$ cat src/rtl/tetris_pkg.sv
// Shared board geometry, cell encoding and row-clear FSM states.
package tetris_pkg;

    localparam int BOARD_ROWS = 20;
    localparam int BOARD_COLS = 10;
    localparam int COL_BITS   = 5;
    localparam int CELL_W     = 2;

    typedef logic [CELL_W-1:0] cell_t;

    localparam cell_t CELL_EMPTY = '0;

    typedef enum logic [2:0] {
        IDLE,
        READ,
        EVAL,
        WRITE,
        NEXT,
        FILL,
        DONE
    } rce_state_t;

endpackage

$ cat src/rtl/row_buffer.sv
// One-row staging buffer: captures a board row as it streams out of the RAM,
// tracks whether every captured cell is occupied, and replays the row by column.
module row_buffer #(
    parameter int COLS       = 10,
    parameter int DATA_WIDTH = 2,
    parameter int IDX_W      = $clog2(COLS)
) (
    input  logic                  clk,
    input  logic                  reset,
    input  logic                  clr,
    input  logic                  we,
    input  logic [IDX_W-1:0]      wr_idx,
    input  logic [DATA_WIDTH-1:0] wr_data,
    input  logic [IDX_W-1:0]      rd_idx,
    output logic [DATA_WIDTH-1:0] rd_data,
    output logic                  all_full
);

    logic [DATA_WIDTH-1:0] cells [COLS];

    // Capture one cell per cycle at the column the read stream has reached.
    // NOTE: the cell array carries no reset; every slot is rewritten before it is replayed.
    always_ff @(posedge clk) begin
        if (we) begin
            cells[wr_idx] <= wr_data;
        end
    end

    // Running "no EMPTY cell seen" flag, re-armed at the start of each row.
    always_ff @(posedge clk or posedge reset) begin
        if (reset) begin
            all_full <= 1'b1;
        end else if (clr) begin
            all_full <= 1'b1;
        end else if (we) begin
            // NOTE: non-blocking update so the flag reads its pre-edge value in this expression.
            all_full <= all_full & (wr_data != '0);
        end
    end

    assign rd_data = cells[rd_idx];

endmodule

$ cat src/rtl/row_clear_engine.sv
// Row-clear engine: scans the board bottom-up, drops full rows, compacts the
// survivors downward, refills the vacated top rows with EMPTY and reports the count.
module row_clear_engine #(
    parameter int ADDR_WIDTH = 10,
    parameter int DATA_WIDTH = tetris_pkg::CELL_W,
    parameter int ROWS       = tetris_pkg::BOARD_ROWS,
    parameter int COLS       = tetris_pkg::BOARD_COLS,
    parameter int COL_BITS   = tetris_pkg::COL_BITS
) (
    input  logic                      clk,
    input  logic                      reset,
    input  logic                      start,
    output logic                      busy,
    output logic                      done,
    output logic [$clog2(ROWS+1)-1:0] lines_cleared,
    output logic [ADDR_WIDTH-1:0]     ram_addr_r,
    input  logic [DATA_WIDTH-1:0]     ram_dout,
    output logic                      ram_we,
    output logic [ADDR_WIDTH-1:0]     ram_addr_w,
    output logic [DATA_WIDTH-1:0]     ram_din
);

    import tetris_pkg::*;

    localparam int ROW_BITS = ADDR_WIDTH - COL_BITS;
    localparam int CW       = COL_BITS + 1;      // column counter must also hold COLS
    localparam int CNT_W    = $clog2(ROWS + 1);
    localparam int IDX_W    = $clog2(COLS);

    localparam logic [ROW_BITS-1:0] LAST_ROW = ROW_BITS'(ROWS - 1);
    localparam logic [CW-1:0]       LAST_COL = CW'(COLS - 1);
    localparam logic [CW-1:0]       END_READ = CW'(COLS);   // extra cycle drains the read latency

    rce_state_t          state, nxt_state;
    logic [ROW_BITS-1:0] src, nxt_src;
    logic [ROW_BITS-1:0] dst, nxt_dst;
    logic [CW-1:0]       col, nxt_col;
    logic [CNT_W-1:0]    cnt, nxt_cnt;

    logic                  buf_clr;
    logic                  buf_we;
    logic                  row_full;
    logic [IDX_W-1:0]      cap_idx;
    logic [IDX_W-1:0]      rep_idx;
    logic [DATA_WIDTH-1:0] rep_data;
    logic [COL_BITS-1:0]   rd_col;

    // Read data lags the address by one cycle, so capture lands one column behind.
    assign cap_idx = IDX_W'(col - CW'(1));
    assign rep_idx = IDX_W'(col);
    // Hold the last real column during the drain cycle so unused columns are never addressed.
    assign rd_col  = (col < END_READ) ? col[COL_BITS-1:0] : LAST_COL[COL_BITS-1:0];

    row_buffer #(
        .COLS       (COLS),
        .DATA_WIDTH (DATA_WIDTH),
        .IDX_W      (IDX_W)
    ) u_row_buffer (
        .clk      (clk),
        .reset    (reset),
        .clr      (buf_clr),
        .we       (buf_we),
        .wr_idx   (cap_idx),
        .wr_data  (ram_dout),
        .rd_idx   (rep_idx),
        .rd_data  (rep_data),
        .all_full (row_full)
    );

    // State, pointers and counters; busy/done/lines_cleared are registered status.
    always_ff @(posedge clk or posedge reset) begin
        if (reset) begin
            state         <= IDLE;
            src           <= '0;
            dst           <= '0;
            col           <= '0;
            cnt           <= '0;
            busy          <= 1'b0;
            done          <= 1'b0;
            lines_cleared <= '0;
        end else begin
            state <= nxt_state;
            src   <= nxt_src;
            dst   <= nxt_dst;
            col   <= nxt_col;
            cnt   <= nxt_cnt;
            busy  <= (nxt_state != IDLE);
            done  <= (state == DONE);
            if (state == DONE) begin
                lines_cleared <= cnt;
            end
        end
    end

    // Next-state, pointer updates and RAM port drive.
    always_comb begin
        // NOTE: every output of this block is defaulted first so no path can infer a latch.
        nxt_state  = state;
        nxt_src    = src;
        nxt_dst    = dst;
        nxt_col    = col;
        nxt_cnt    = cnt;
        buf_clr    = 1'b0;
        buf_we     = 1'b0;
        ram_we     = 1'b0;
        ram_addr_r = {src, rd_col};
        ram_addr_w = {dst, col[COL_BITS-1:0]};
        ram_din    = DATA_WIDTH'(CELL_EMPTY);

        unique case (state)
            IDLE: begin
                if (start) begin
                    nxt_src   = LAST_ROW;
                    nxt_dst   = LAST_ROW;
                    nxt_cnt   = '0;
                    nxt_col   = '0;
                    nxt_state = READ;
                end
            end
            READ: begin
                buf_clr = (col == '0);
                buf_we  = (col != '0);
                if (col == END_READ) begin
                    nxt_col   = '0;
                    nxt_state = EVAL;
                end else begin
                    nxt_col = col + CW'(1);
                end
            end
            EVAL: begin
                if (row_full) begin
                    nxt_cnt   = cnt + CNT_W'(1);
                    nxt_state = NEXT;
                end else if (src == dst) begin
                    // Row already in place; guard keeps dst from wrapping at row 0.
                    if (dst != '0) begin
                        nxt_dst = dst - ROW_BITS'(1);
                    end
                    nxt_state = NEXT;
                end else begin
                    nxt_col   = '0;
                    nxt_state = WRITE;
                end
            end
            WRITE: begin
                ram_we  = 1'b1;
                ram_din = rep_data;
                if (col == LAST_COL) begin
                    nxt_col   = '0;
                    nxt_dst   = dst - ROW_BITS'(1);   // dst > src >= 0 here
                    nxt_state = NEXT;
                end else begin
                    nxt_col = col + CW'(1);
                end
            end
            NEXT: begin
                nxt_col = '0;
                if (src != '0) begin
                    nxt_src   = src - ROW_BITS'(1);
                    nxt_state = READ;
                end else if (cnt != '0) begin
                    nxt_state = FILL;
                end else begin
                    nxt_state = DONE;
                end
            end
            FILL: begin
                ram_we = 1'b1;
                if (col == LAST_COL) begin
                    nxt_col = '0;
                    if (dst == '0) begin
                        nxt_state = DONE;
                    end else begin
                        nxt_dst = dst - ROW_BITS'(1);
                    end
                end else begin
                    nxt_col = col + CW'(1);
                end
            end
            DONE: begin
                nxt_state = IDLE;
            end
            default: begin
                nxt_state = IDLE;
            end
        endcase
    end

endmodule

$ cat config.mk
export PLATFORM = sky130hd
export DESIGN_NAME = row_clear_engine
export DESIGN_NICKNAME = d
export VERILOG_FILES = /design/src/rtl/tetris_pkg.sv /design/src/rtl/row_buffer.sv /design/src/rtl/row_clear_engine.sv
export SDC_FILE = /design/constraint.sdc
export NUM_CORES = 1
export LEC_CHECK = 0
export CAP_MARGIN = 20
export CORE_MARGIN = 5
export CORE_UTILIZATION = 55
export CTS_BUF_LIST = sky130_fd_sc_hd__clkbuf_16
export CTS_CLUSTER_SIZE = 24
export DETAILED_ROUTE_END_ITERATION = 8
export GPL_TIMING_DRIVEN = 0
export PLACE_DENSITY = 0.79
export SLEW_MARGIN = 25
export SYNTH_ARGS = -nofsm -noshare
export SYNTH_HDL_FRONTEND = slang
export SYNTH_SLANG_ARGS = --single-unit
$ cat constraint.sdc
create_clock -name clk -period 2.4 [get_ports clk]
set_input_delay 0.48 -clock clk [delete_from_list [all_inputs] [get_ports clk]]
set_output_delay 0.48 -clock clk [all_outputs]
set_load 0.02 [all_outputs]
Word level (Yosys, flattened, before mapping)

Memory sizes are Yosys's and may differ from the RTL's.
Cells that the tools add are included.

Register bits: 32
Memory bits (writable): 20
Input bits: 5
Output and inout bits: 30
Word-level logic and storage cells: 93
Memories kept: 1

$add $sub $neg: 5
Magnitude comparators: 1
Eq/ne operators: 19
Mux-type cells: 38
Bitwise operators: 1
Reduce and logical (&&, ||, !) cells: 19

Memory list:

| name               | words | width | rd ports | clocked after Yosys merged registers in | wr ports | RTL line         | text |
|---|---|---|---|---|---|---|---|
| u_row_buffer.cells | 10    | 2     | 1        | 0                                       | 1        | row_buffer.sv:19 | `logic [DATA_WIDTH-1:0] cells [COLS];` |

Operator list:

| kind                | count |
|---|---|
| $mux 5              | 11 |
| $mux 6              | 5 |
| $pmux 6 s5          | 1 |
| $mux 3              | 8 |
| $pmux 5 s2          | 2 |
| $pmux 5 s4          | 1 |
| $reduce_bool 5->1   | 4 |
| $ne 2x2->1 const B  | 9 |
| $pmux 3 s6          | 1 |
| $eq 6x4->1 const B  | 2 |
| $sub 5x1->5 const B | 2 |
| $eq 3x3->1 const B  | 3 |
| $reduce_and 8->1    | 1 |
| $reduce_bool 2->1   | 4 |
| $mux 1              | 7 |
| $add 6x1->6 const B | 1 |
| $eq 3x2->1 const B  | 2 |
| $logic_not 6->1     | 1 |
| $lt 6x4->1 const B  | 1 |
| $reduce_and 3->1    | 2 |
| $reduce_bool 6->1   | 1 |
| $add 5x1->5 const B | 1 |
| $eq 5x5->1          | 1 |
| $logic_not 5->1     | 1 |
| other kinds (10)    | 11 |

Depth between registers and ports, before layout

Depth in word-level cells: 5
Mapped depth: 7
Depth with buffers taken out: 7

Cells and area by module

Synthesis repeated with hierarchy kept, for this count alone.

Cells, all modules: 277
Area, all modules: 2922.8 sq um

Modules (own cells, without submodules):

| module           | instances | cells each | area each (sq um) |
|---|---|---|---|
| row_clear_engine | 1         | 219        | 2019.4 |
| row_buffer       | 1         | 58         | 903.4 |

Worst setup path after synthesis

Ideal clock, no wire load.

Path kind: reg2out
From: reg col[0]
To: out ram_din[0]
Data arrival time: 1722 ps
Path slack: 198 ps
Stages on the path, launching flop included: 6
Buffers on the path: 1
Path through: dfrtp_1 > buf_2 > mux4_2 > nor2b_1 > a211oi_1 > a211oi_1

Word-level cells in the longest chain between the ends: 2

Ends and longest elaborated chain:

| item                   | RTL line                | text |
|---|---|---|
| from (decl)            | row_clear_engine.sv:37  | `logic [CW-1:0] col, nxt_col;` |
| from (signal assigned) | row_clear_engine.sv:85  | `col <= nxt_col;` |
| $mem_v2 10x2           | -                       |  |
| $mux 2                 | row_clear_engine.sv:110 | `unique case (state)` |
| to (decl)              | row_clear_engine.sv:20  | `output logic [DATA_WIDTH-1:0] ram_din` |

No other way between the ends.

Final worst setup path

From: reg col[0]
To: out ram_din[1]

Same word-level chain as after synthesis.

==> run summary <==
Status - finished, final reports clean
R2R cell count - 8
Core area - 5070 um^2
DR vias - 2,105
CP max stage cell - mux4_2
Mean Syn Cell Area - 10.6 um^2
Switch Pwr - 383 uW
ANT nets after route - 0
Post-CTS Hold Buffers - 0
CTS tree - built
Synth warnings - 0
Startpoint types - register
RSZ-0062 raised after global routing - true
Share of total power in sequential cells - 54.5%
Slew @ Worst Pin - 702 ps
Cell chain of the critical path - buf_4 -> mux4_2 -> nor2b_1 -> a211oi_2 -> a211oi_1 -> buf_2
Slew HR - 53.0%
Synth Register Bits - 52
Finished layout cell area - 3460 um^2
Post-synthesis cell count - 267
Critical Path Start - col[0]
RR Endpoint - col[3]
Combinational power share - 3.2%
Reg2reg setup slack - 220 ps
Crit path to - ram_din[1]
Clock tree buffer depth - 2
Nets - 328
Via density - 5.52
Xor and xnor area share after synthesis - 4.31%
Clock-pin slew on the worst setup and hold paths - 70 ps
Global route overflow - 0
Compound-gate portion of the synthesized area - 10.2%
Clock share of power - 42.3%
Synth Flop Type - dfrtp_1
Final Hold Viols - 0
Synth top cells by count - 31 x dfrtp_1, 26 x nand2_1, 23 x nor2_1, 20 x edfxtp_1, 17 x inv_1
TNS Setup - 0 ps
Layout cells sized above 1 - 15.8%
Root buffer cell - clkbuf_16
Max-slew violation count - 0
Worst Path Max Fanout - 6
R2r startpoint - col[0]
DRT Wirelength - 5920 um
Switch share - 22.1%
Die Wd - 81.9 um
# diodes - 0
Simple-gate portion of the synthesized area - 19.1%
Pwr Density - 501 nW/um^2
Antenna violations before repair - 0
Adder-cell share of the synthesized area - 5.72%
Post-synthesis mux area share - 6.21%
CP required - 1920 ps
Setup CP Type - reg -> out
Yosys top cell by area - dfrtp_1
Int Pwr - 1350 uW
Drt wl/cell - 15.5 um
Gpl congestion - 0.837
Async S/R FF share, synth - 61.5%
Most numerous cell in the Yosys netlist - dfrtp_1
Count of cell types in the netlist - 51
Worst hold-check path type - reg -> reg
Clock Latency Late Sink - 290 ps
Yosys top cell area share - 27.3%
Final setup violation count - 0
Die Y - 81.9 um
Mapped cell area - 2840 um^2
CP arrival - 1920 ps
Crit path time final - 2400 ps
Syn Nets - 285
H-tree level count - 2
Placed Area - 3260 um^2
Fin crit share - 99.9%
Largest net degree at the start of global routing - 33
Peak VDD IR - 0.000409 V
Vias in the first global route - 2,115
Crit end category - output pin
Tot GR Track Use - 19.5%
Fmax achieved - 0.417 GHz
# IOs - 35
Final setup skew - 4.62 ps
Initial core utilization - 56.0%
First-pass GRT wire length - 10,000 um
Core Util, Final - 68.2%
Clock sinks - 52
IO buf count - 33
Residual DRC count - 0
Lkg Pwr - 0.00148 uW
Die area - 6710 um^2
EDFF count, synth - 20
Max-Cap Viols - 0
Cts bufs inserted - 5
P&R area growth vs syn - 21.7%
Seq/Total Area, Yosys - 49.3%
Detailed Place HPWL - 4220 um
# rows - 26
First-pass DRT Iterations - 4
Ranking of synthesized cells by area - dfrtp_1 27%, edfxtp_1 21%, ha_1 5.7%, xor2_1 3.7%, nand2_1 3.4%
Largest family of logic cells by synthesized area - simple AND/OR/NAND/NOR gates
CP peak stage delay - 490 ps
DR iter-0 viols - 203
==> stage by stage <==
stage,cells,hold slack (ps),setup WS (ps),power [uW]
after CTS,378,489,-0.546,1740
after detailed placement,370,473,-520,1020
after global placement,370,464,-471,1020
after global routing,381,524,-49.6,1800
final,381,491,3.42,1730
after floorplan,267,485,198,992
==> worst min path at each step <==
stage / start / to / slack (ps) / depth (start not counted)
finish: lines_cleared[1] / lines_cleared[1] / 490 / 2
global route: lines_cleared[2] / lines_cleared[2] / 520 / 1
CTS: lines_cleared[1] / lines_cleared[1] / 490 / 2
detailed placement: lines_cleared[1] / lines_cleared[1] / 470 / 2
global placement: lines_cleared[0] / lines_cleared[0] / 460 / 2
floorplan: u_row_buffer.all_full / u_row_buffer.all_full / 480 / 2
==> cells by family (layout without fill, tap and decap cells) <==
group / Yosys count / after routing
other cells: 1 / 1
mux: 12 / 12
fa+ha+maj: 13 / 13
simple gates: 101 / 101
compound gates: 43 / 43
flops: 52 / 52
buf+inv: 31 / 75
xor+xnor: 14 / 14
==> area by class of cell <==
cell class                      count  area [um^2]
Buffer                             13         90.1
Clock buffer                        5          125
Clock inverter                      3         25.0
Fill cell                         424         1610
Inverter                           17         63.8
Multi-Input combinational cell    184         1310
Sequential cell                    52         1410
Tap cell                           70         87.6
Timing Repair Buffer               37          352
==> registers in the layout, indices dropped and copies added (netlist names) <==
signal	cells
u_row_buffer.cells	20
col	6
cnt	5
dst	5
lines_cleared	5
src	5
state	3
busy	1
done	1
u_row_buffer.all_full	1
==> power groups by stage <==
stage	Clock [uW]	Sequential [uW]	Combinational [uW]
after detailed placement	0	963	56.8
after floorplan	0	964	27.9
after CTS	742	944	56.8
after global routing	787	946	63.5
after global placement	0	962	55.6
final	734	944	55.6
==> routing by layer <==
metal | wire [um] | track usage [%]
met5 | 0 | 0
met3 | 202 | 4.17
met2 | 3120 | 33.4
met4 | 82 | 6.64
met1 | 2510 | 24.4
==> cells in the final DEF (no fill, tap or decap), types with 5 or more instances in the layout <==
| cell | count |
|---|---|
| a21oi_1 | 8 |
| buf_2 | 7 |
| buf_4 | 10 |
| clkbuf_16 | 5 |
| clkdlybuf4s50_1 | 29 |
| dfrtp_1 | 28 |
| edfxtp_1 | 20 |
| ha_1 | 13 |
| inv_1 | 16 |
| nand2_1 | 26 |
| nand3_1 | 6 |
| nor2_1 | 23 |
| nor3_1 | 12 |
| o21ai_0 | 9 |
| xor2_1 | 12 |
==> critical path, delay by kind of cell, from the launching register on <==
family | cells | cell delay [ps]
and+or+nand+nor | 1 | 160
muxes | 1 | 490
DFF | 1 | 390
buffers and inverters | 2 | 330
AOI/OAI and AO/OA | 2 | 260
==> timing repair <==
item / CTS / global route
setup buffers: 1 / 3
endpoints found under the setup margin: 6 / 8
gates resized for setup: 19 / 7
pin swaps: 2 / 0
Power figures use the tool's default switching activity.
